## src/rtl/cpu_run_pkg.sv

```systemverilog
// cpu_run_pkg: shared FSM states, halt-cause codes and the EBREAK encoding
package cpu_run_pkg;
  typedef enum logic [1:0] {S_IDLE, S_RESET, S_RUN, S_FIN} state_t;
  localparam logic [1:0] HC_NONE    = 2'd0;
  localparam logic [1:0] HC_EBREAK  = 2'd1;
  localparam logic [1:0] HC_TIMEOUT = 2'd2;
  localparam logic [1:0] HC_STALL   = 2'd3;
  localparam logic [31:0] EBREAK_INSN = 32'h0010_0073;
endpackage

```

## src/rtl/sat_counter.sv

```systemverilog
// sat_counter: up-counter with synchronous clear that sticks at all-ones
module sat_counter #(
  parameter int WIDTH = 16
) (
  input  logic             clk,
  input  logic             clear,
  input  logic             en,
  output logic [WIDTH-1:0] q
);
  // clear wins; otherwise count while enabled and not yet saturated
  always_ff @(posedge clk)
    if (clear) q <= '0;
    else if (en && q != '1) q <= q + 1'b1;
endmodule

```

## src/rtl/cpu_run_ctrl.sv

```systemverilog
// cpu_run_ctrl: sequences core reset/run phases and reports why the run halted
module cpu_run_ctrl
  import cpu_run_pkg::*;
#(
  parameter int RST_CYCLES    = 1,
  parameter int RUN_CYCLES    = 80,
  parameter int RESET_INJECTS = 1,
  parameter int STALL_LIMIT   = 8,
  parameter int CNT_W         = 16
) (
  input  logic             clk,
  input  logic             rst,
  input  logic             start,
  input  logic [31:0]      pc_in,
  input  logic             retire_valid,
  input  logic [31:0]      retire_instr,
  output logic             cpu_rst,
  output logic             busy,
  output logic             done,
  output logic             pass,
  output logic [1:0]       halt_cause,
  output logic [CNT_W-1:0] cycle_cnt,
  output logic [CNT_W-1:0] retired_cnt,
  output logic [7:0]       phase
);
  localparam int PMAX = RST_CYCLES > RUN_CYCLES ? RST_CYCLES : RUN_CYCLES;
  localparam int PW = $clog2(PMAX + 1);
  localparam int SW = $clog2(STALL_LIMIT + 2);
  localparam logic [PW-1:0] RST_LD = PW'(RST_CYCLES - 1);
  localparam logic [PW-1:0] RUN_LD = PW'(RUN_CYCLES - 1);
  state_t state, state_n;
  logic [PW-1:0] len, len_n;
  logic [SW-1:0] stall, stall_n;
  logic [31:0] prev_pc;
  logic first, first_n, pass_n, done_n, clr, clr_cnt, ebreak, stall_hit;
  logic [1:0] hc_n;
  logic [7:0] phase_n;
  assign clr_cnt = !rst || clr;
  sat_counter #(.WIDTH(CNT_W)) u_cycles (
    .clk(clk), .clear(clr_cnt), .en(state == S_RUN), .q(cycle_cnt)
  );
  sat_counter #(.WIDTH(CNT_W)) u_retired (
    .clk(clk), .clear(clr_cnt), .en(state == S_RUN && retire_valid), .q(retired_cnt)
  );
  // next state, phase-length countdown, stall tracking and halt status
  always_comb begin
    state_n = state;
    len_n = len;
    stall_n = stall;
    first_n = first;
    phase_n = phase;
    pass_n = pass;
    hc_n = halt_cause;
    done_n = done;
    clr = 1'b0;
    stall_hit = 1'b0;
    ebreak = retire_valid && retire_instr == EBREAK_INSN;
    case (state)
      S_IDLE, S_FIN: if (start) begin
        state_n = S_RESET;
        len_n = RST_LD;
        clr = 1'b1;
        phase_n = '0;
        pass_n = 1'b0;
        hc_n = HC_NONE;
        done_n = 1'b0;
      end
      S_RESET: begin
        len_n = len - 1'b1;
        if (len == '0) begin
          state_n = S_RUN;
          len_n = RUN_LD;
          stall_n = '0;
          first_n = 1'b1;
        end
      end
      S_RUN: begin
        first_n = 1'b0;
        stall_n = (!first && pc_in == prev_pc) ? stall + 1'b1 : '0;
        stall_hit = STALL_LIMIT != 0 && stall_n == SW'(STALL_LIMIT);
        len_n = len - 1'b1;
        if (ebreak) begin
          state_n = S_FIN;
          pass_n = 1'b1;
          hc_n = HC_EBREAK;
          done_n = 1'b1;
        end else if (stall_hit) begin
          state_n = S_FIN;
          hc_n = HC_STALL;
          done_n = 1'b1;
        end else if (len == '0) begin
          if (int'(phase) < RESET_INJECTS) begin
            state_n = S_RESET;
            len_n = RST_LD;
            phase_n = phase + 1'b1;
          end else begin
            state_n = S_FIN;
            hc_n = HC_TIMEOUT;
            done_n = 1'b1;
          end
        end
      end
      default: state_n = S_IDLE;
    endcase
  end
  // state and fully registered outputs; the core stays in reset outside RUN
  always_ff @(posedge clk)
    if (!rst) begin
      state <= S_IDLE;
      len <= '0;
      stall <= '0;
      prev_pc <= '0;
      first <= 1'b0;
      phase <= '0;
      pass <= 1'b0;
      halt_cause <= HC_NONE;
      done <= 1'b0;
      busy <= 1'b0;
      cpu_rst <= 1'b1;
    end else begin
      state <= state_n;
      len <= len_n;
      stall <= stall_n;
      first <= first_n;
      phase <= phase_n;
      pass <= pass_n;
      halt_cause <= hc_n;
      done <= done_n;
      busy <= state_n == S_RESET || state_n == S_RUN;
      cpu_rst <= state_n != S_RUN;
      if (state == S_RUN) prev_pc <= pc_in;
    end
endmodule

```

## config.mk

```make
export PLATFORM = sky130hd
export DESIGN_NAME = cpu_run_ctrl
export DESIGN_NICKNAME = d
export VERILOG_FILES = /design/src/rtl/cpu_run_pkg.sv /design/src/rtl/sat_counter.sv /design/src/rtl/cpu_run_ctrl.sv
export SDC_FILE = /design/constraint.sdc
export NUM_CORES = 1
export LEC_CHECK = 0
export CAP_MARGIN = 30
export CORE_ASPECT_RATIO = 0.9
export CORE_UTILIZATION = 51
export CTS_CLUSTER_SIZE = 40
export DETAILED_ROUTE_END_ITERATION = 16
export PLACE_DENSITY_LB_ADDON = 0.15
export RECOVER_POWER = 100
export SKIP_CTS_REPAIR_TIMING = 1
export SLEW_MARGIN = 25
export SYNTH_ARGS = -nofsm -noshare
export SYNTH_HDL_FRONTEND = slang
export SYNTH_HIERARCHICAL = 1
export SYNTH_SLANG_ARGS = --single-unit
```

## constraint.sdc

```tcl
create_clock -name clk -period 3.9 [get_ports clk]
set_clock_uncertainty 0.15 [all_clocks]
set_input_delay 0.78 -clock clk [delete_from_list [all_inputs] [get_ports clk]]
set_output_delay 0.78 -clock clk [all_outputs]
set_load 0.05 [all_outputs]
```

==> results of run 1 <==
[logic make-up after synthesis]
family / count (synthesis)
and+or+nand+nor: 230
xor gates and xnor gates: 40
DFF: 92
adders and majority gates: 9
AOI/OAI and AO/OA: 85
buffers and inverters: 36
muxes: 39
[state kept, by name (all words and copies together), names as in the netlist]
name / cells
u_retired/q: 16
phase: 8
pass: 1
stall: 4
halt_cause: 2
len: 7
cpu_rst: 1
first: 1
prev_pc: 32
state: 2
u_cycles/q: 16
done: 1
busy: 1
[critical path, stage by stage]
cell and delay (ps):
dlygate4sd3_1 600, xor2_1 170, nor4_1 480, nand4_1 290, nor3_4 280, o21a_1 290
nor3_1 140, o21bai_1 190, ha_1 250, nor2b_1 100
[per-stage QoR]
step,power [mW],cell area (um^2)
detailed placement,1.329,6105
global route,2.173,6319
floorplan,1.198,4863
finish,2.078,6319
global placement,1.322,6105
CTS,2.100,6344
[layout make-up]
cell class              count  area, um^2
well taps                 122       152.6
multi-input cells         403        2870
flip-flops and latches     92        1842
inverters                  15       56.30
clock buffers              10       127.6
repair buffers            118        1159
clock inverters             6       111.4
fillers                   748        2848
[metal layers]
layer / global-route usage / part of all wire / vias to the layer above
met3: 0.06280 / 0.063 / 9
met4: 0.05986 / 0.0061 / 0
met5: 0 / 0 / -
met2: 0.4123 / 0.48 / 144
li1: - / - / 2166
met1: 0.2937 / 0.45 / 2057
[power by group through the flow]
| stage | sequential (mW) | combinational [mW] | clock, mW |
|---|---|---|---|
| global route | 0.980 | 0.356 | 0.837 |
| floorplan | 1.01 | 0.185 | 0 |
| finish | 0.977 | 0.328 | 0.773 |
| detailed placement | 0.999 | 0.330 | 0 |
| CTS | 0.977 | 0.334 | 0.789 |
| global placement | 0.998 | 0.324 | 0 |
[path summary, 6_finish.rpt]
| check | start | slack (ps) | endpoint | cells after the start |
|---|---|---|---|---|
| min reg2reg | done | 330 | done | 1 |
| max reg2reg | len[0] | 700 | busy | 11 |
| min | done | 330 | done | 1 |
| max | pc_in[21] | 480 | busy | 10 |
[cells in the final DEF, fill, tap and decap left out, types with 5 or more instances in the layout]
master	netlist	layout
dfxtp_1	92	92
nand2_1	30	30
nor4_1	12	12
nand4_1	17	17
nor3_1	17	18
mux2i_1	37	37
o31ai_1	12	12
nand3_1	19	19
xnor2_1	29	29
clkdlybuf4s50_1	0	66
nor2_1	18	18
xor2_1	11	11
o21a_1	5	6
inv_1	15	15
clkbuf_8	0	9
or3_1	8	8
and4_1	7	7
a21boi_0	4	5
or4_1	17	17
nor2b_1	45	45
dlygate4sd3_1	0	47
ha_1	9	9
a21oi_1	25	25
o21ai_0	21	22
==> run summary, run 1 <==
Status: finished clean
PD cells: 328.9 nW/um^2
Placed Cells incl. Taps: 750
Most area-consuming cells after synthesis: dfxtp_1, mux2i_1, nor2b_1
CTS tree: built
Compound-cell area share of the yosys netlist: 0.1129
Full die area: 9931 um^2
Final Hold Viols: 0
Post-synth EDFFs: 0
RSZ-0062 raised after global routing: false
I/O pins: 114
Die boundary height: 94.64 um
Routed Antenna Nets: 0
Maximum clock path buffer count: 2
Net Sw Power: 0.5341 mW
Residual DRC count: 0
Setup slack at placement: 308.6 ps
Non-filler instance count after layout: 766
Post-synth top area cell: dfxtp_1
Startpoint Class: input port
Synth Flop Type: dfxtp_1
Global router's overall resource usage: 0.2372
Max Clk Rate: 292.0 MHz
Vias in the first global route: 4,145
DR vias: 4,376
Cells after synthesis: 531
Post-synthesis sequential area ratio: 0.3787
Worst VDD drop: 0.2680 mV
Top cell type's share of synthesized area: 0.3787
Most common cell in the netlist: dfxtp_1
Fin worst setup slack: 475.5 ps
Most instantiated cells after synthesis: dfxtp_1, nor2b_1, mux2i_1
ANT cells: 0
Clk_lat worst skew: 360 ps
Wire per inst: 15.02 um
DR pass1 iterations: 5
Critical path type: input port to flop
Vias per cell: 5.713
CTS clk-pin slew, worst paths: 90 ps
HP Class: flop to flop
Minimum clock period: 3425 ps
Core ar.: 9166 um^2
DR iter-0 viols: 190
HPWL Detailed: 8.265 mm
Total CTS buffers: 9
Synthesized area per cell: 9.159 um^2
Worst endpoint required time: 4050 ps
Max cap viols: 0
Synth warn: 6
Port Buffers: 113
CP Data Arrival Time: 3570 ps
Worst slew pin tran: 1080 ps
Synth Cell Area: 4863 um^2
# clock sinks: 92
Setup_tns: 0 ps
Layout area overhead: 29.92%
First-pass GRT wire length: 19.15 mm
Max-slew headroom: 0.2798
Root Driver: clkbuf_8
Initial Util: 0.5306
Pin count of the biggest net entering global routing: 55
Seq pwr share: 0.470
Internal power: 1.544 mW
Final Util: 0.6893
Final Cycle Share: 0.8781
Largest family of logic cells by synthesized area: simple AND/OR/NAND/NOR gates
Detailed Route WL: 11.51 mm
Adder-cell share of the synthesized area: 0.02315
H-tree levels: 3
Mux contribution to synthesized area: 0.08078
Synthesized Nets: 608
Pleak: 2.202 nW
Ys async rst share: 0
GP Congestion: 0.8686
Final Max Tran Viols: 0
Flop and latch count out of synthesis: 92
Final hold slack: 327.7 ps
Clk pwr share: 0.372
GRT overflow: 0
Die Width: 104.9 um
Synth Area in XOR/XNOR: 0.07203
Post-synth cell types: 62
Crit path capture type: flop
Logic pwr share: 0.158
CP Max Fanout: 6
Simple-Gate Fraction of Synth Area: 0.3038
Rows: 33
Share of cells above drive strength 1: 0.05435
Initial antenna violation count: 0
Nets: 716
Final setup fails: 0
Sw frac: 0.2570
Power figures use the tool's default switching activity.
==> run 2, diff against run 1 <==
Settings changed: SKIP_LAST_GASP set to 1.
==> results of run 2 <==
The final DEF is identical to that of run 1; final timing and power are the same.
==> run 3, diff against run 2 <==
Settings changed: ABC_AREA set to 1, SLEW_MARGIN 25 to not set.
==> run summary, run 3 <==
Share of cells above drive strength 1: 0.05068
Global router's overall resource usage: 0.2345
WP buf/inv: 3
Synthesized Nets: 853
Worst slew pin tran: 1161 ps
Detailed Route WL: 11.54 mm
Synth warn: 6
Initial antenna violation count: 0
Total CTS buffers: 9
GP Congestion: 0.9009
Met2 Usage GRT: 0.4264
Fin worst setup slack: 990.3 ps
Wire per inst: 11.43 um
Post-synth EDFFs: 0
Critical R2R Launch: state[0]
Rows: 33
DR pass1 iterations: 5
Maximum clock path buffer count: 2
Worst path depth: 19
Global Route met1 Usage: 0.2657
Worst VDD drop: 0.4240 mV
Synthesized area per cell: 6.438 um^2
Most common cell in the netlist: nand2_1
Routed Antenna Nets: 0
Startpoint Class: input port
PD cells: 441.6 nW/um^2
Cell repeated most along the worst path: nand2_1
Ys async rst share: 0
Placed Area: 6211 um^2
Reg2reg setup slack: 1130 ps
GR Util met3: 0.06229
First-pass GRT wire length: 19.45 mm
Post-synthesis sequential area ratio: 0.3686
Final instance area: 6365 um^2
Post-synth cell types: 37
ANT cells: 0
Hold Path Stages: 2
Cells after synthesis: 776
DR iter-0 viols: 191
Core ar.: 9290 um^2
Critical path startpoint: pc_in[26]
Max-slew headroom: 0.2262
Regs by FF count: prev_pc x32, u_cycles/q x16, u_retired/q x16
CP delay by family, top: simple AND/OR/NAND/NOR gates
I/O pins: 114
Critical Path Sink: busy
Most instantiated cells after synthesis: nand2_1, nor2_1, dfxtp_1
DR vias: 5,096
CP Data Arrival Time: 3050 ps
Top reg by flops: prev_pc
CP Max Fanout: 6
GRT busiest layer: met2
Pleak: 2.741 nW
Max cap viols: 0
Full die area: 10,200 um^2
Commonest cells after routing, fill and taps aside: nand2_1, nor2_1, dfxtp_1
Nets: 960
Root Driver: clkbuf_8
Setup_tns: 0 ps
Pwr Total: 2.811 mW
HPWL Detailed: 8.715 mm
Setup slack at placement: 688.8 ps
Final Cycle Share: 0.7461
H-tree levels: 3
Final Max Tran Viols: 0
Die Width: 106.3 um
HP Class: flop to flop
Most area-consuming cells after synthesis: dfxtp_1, nand2_1, nor2_1
Synth Cell Area: 4996 um^2
Initial Util: 0.5378
Crit path capture type: flop
Die boundary height: 95.90 um
Fillers: 804
CTS tree: built
Vias per cell: 5.046
GRT overflow: 0
Flop and latch count out of synthesis: 92
Vias in the first global route: 4,734
CTS clk-pin slew, worst paths: 90 ps
Critical path type: input port to flop
CP max-delay cell: dlygate4sd3_1
Max Clk Rate: 343.7 MHz
Final Hold Viols: 0
Most common cell after layout, fill and taps aside: nand2_1
Crit path cell chain: dlygate4sd3_1 -> inv_1 -> nand2_1 -> nand2_1 -> nor2_1 -> nand2_1 -> nor2_1 -> nand2_1 -> nor2_1 -> nand3_1 -> nand3_1 -> nand2_1 -> nand2_1 -> nand2_1 -> nand2_1 -> nand2_1 -> inv_1 -> ha_1 -> nor2_1
Clk_lat worst skew: 360 ps
# clock sinks: 92
Pin count of the biggest net entering global routing: 69
Synth Flop Type: dfxtp_1
Minimum clock period: 2910 ps
Final hold slack: 308.3 ps
Final setup fails: 0
Residual DRC count: 0
RSZ-0062 raised after global routing: false
Worst endpoint required time: 4040 ps
Largest stage delay on the critical path: 550 ps
Status: finished clean
Port Buffers: 113
Max reg flops: 32
R2R cell count: 12
Post-synth top area cell: dfxtp_1
Top cell type's share of synthesized area: 0.3686
Layout area overhead: 27.40%
Reg2reg end: u_retired/q[15]
-- run 3: tightest hold or removal path: stages (launching register included) --
cell and delay, ps:
dfxtp_1 330, nand2_1 60, nor2_1 30
-- run 3: cells by family after synthesis --
| logic type | count (synthesis) | share of synthesized area |
|---|---|---|
| AOI/OAI and AO/OA | 98 | 0.1009 |
| xor gates and xnor gates | 14 | 0.02454 |
| adders and majority gates | 9 | 0.02254 |
| buffers and inverters | 107 | 0.08340 |
| DFF | 92 | 0.3686 |
| and+or+nand+nor | 456 | 0.4000 |
-- run 3: power by group --
group	switching, mW	total (mW)	internal (mW)
Sequential	0.0775	1.13	1.05
Combinational	0.622	0.975	0.353
Clock	0.338	0.704	0.365
-- run 3: worst min-delay path by stage --
stage	start	endpoint	slack, ps
final	phase[7]	phase[7]	310
after global routing	stall[3]	stall[3]	350
after CTS	phase[7]	phase[7]	310
after detailed placement	phase[7]	phase[7]	290
after global placement	phase[3]	phase[3]	300
after floorplan	prev_pc[31]	prev_pc[31]	300
-- run 3: stage by stage --
stage | utilization | std cells
global route | 0.6851 | 1010
CTS | 0.6919 | 1010
detailed placement | 0.6686 | 994
global placement | 0.6686 | 994
floorplan | - | 776
finish | 0.6851 | 1010
-- run 3: layout make-up --
type,count,area (um^2),share of cell area
clock buffers,11,131.4,0.02064
clock inverters,5,85.08,0.01337
inverters,88,330.3,0.05190
multi-input cells,577,2684,0.4217
flip-flops and latches,92,1842,0.2894
well taps,122,152.6,0.02398
repair buffers,115,1140,0.1791
-- run 3: metal layers --
| metal | part of all wire | vias up |
|---|---|---|
| met4 | 0.016 | 0 |
| met5 | 0 | - |
| li1 | - | 2644 |
| met2 | 0.47 | 146 |
| met1 | 0.45 | 2286 |
| met3 | 0.064 | 20 |
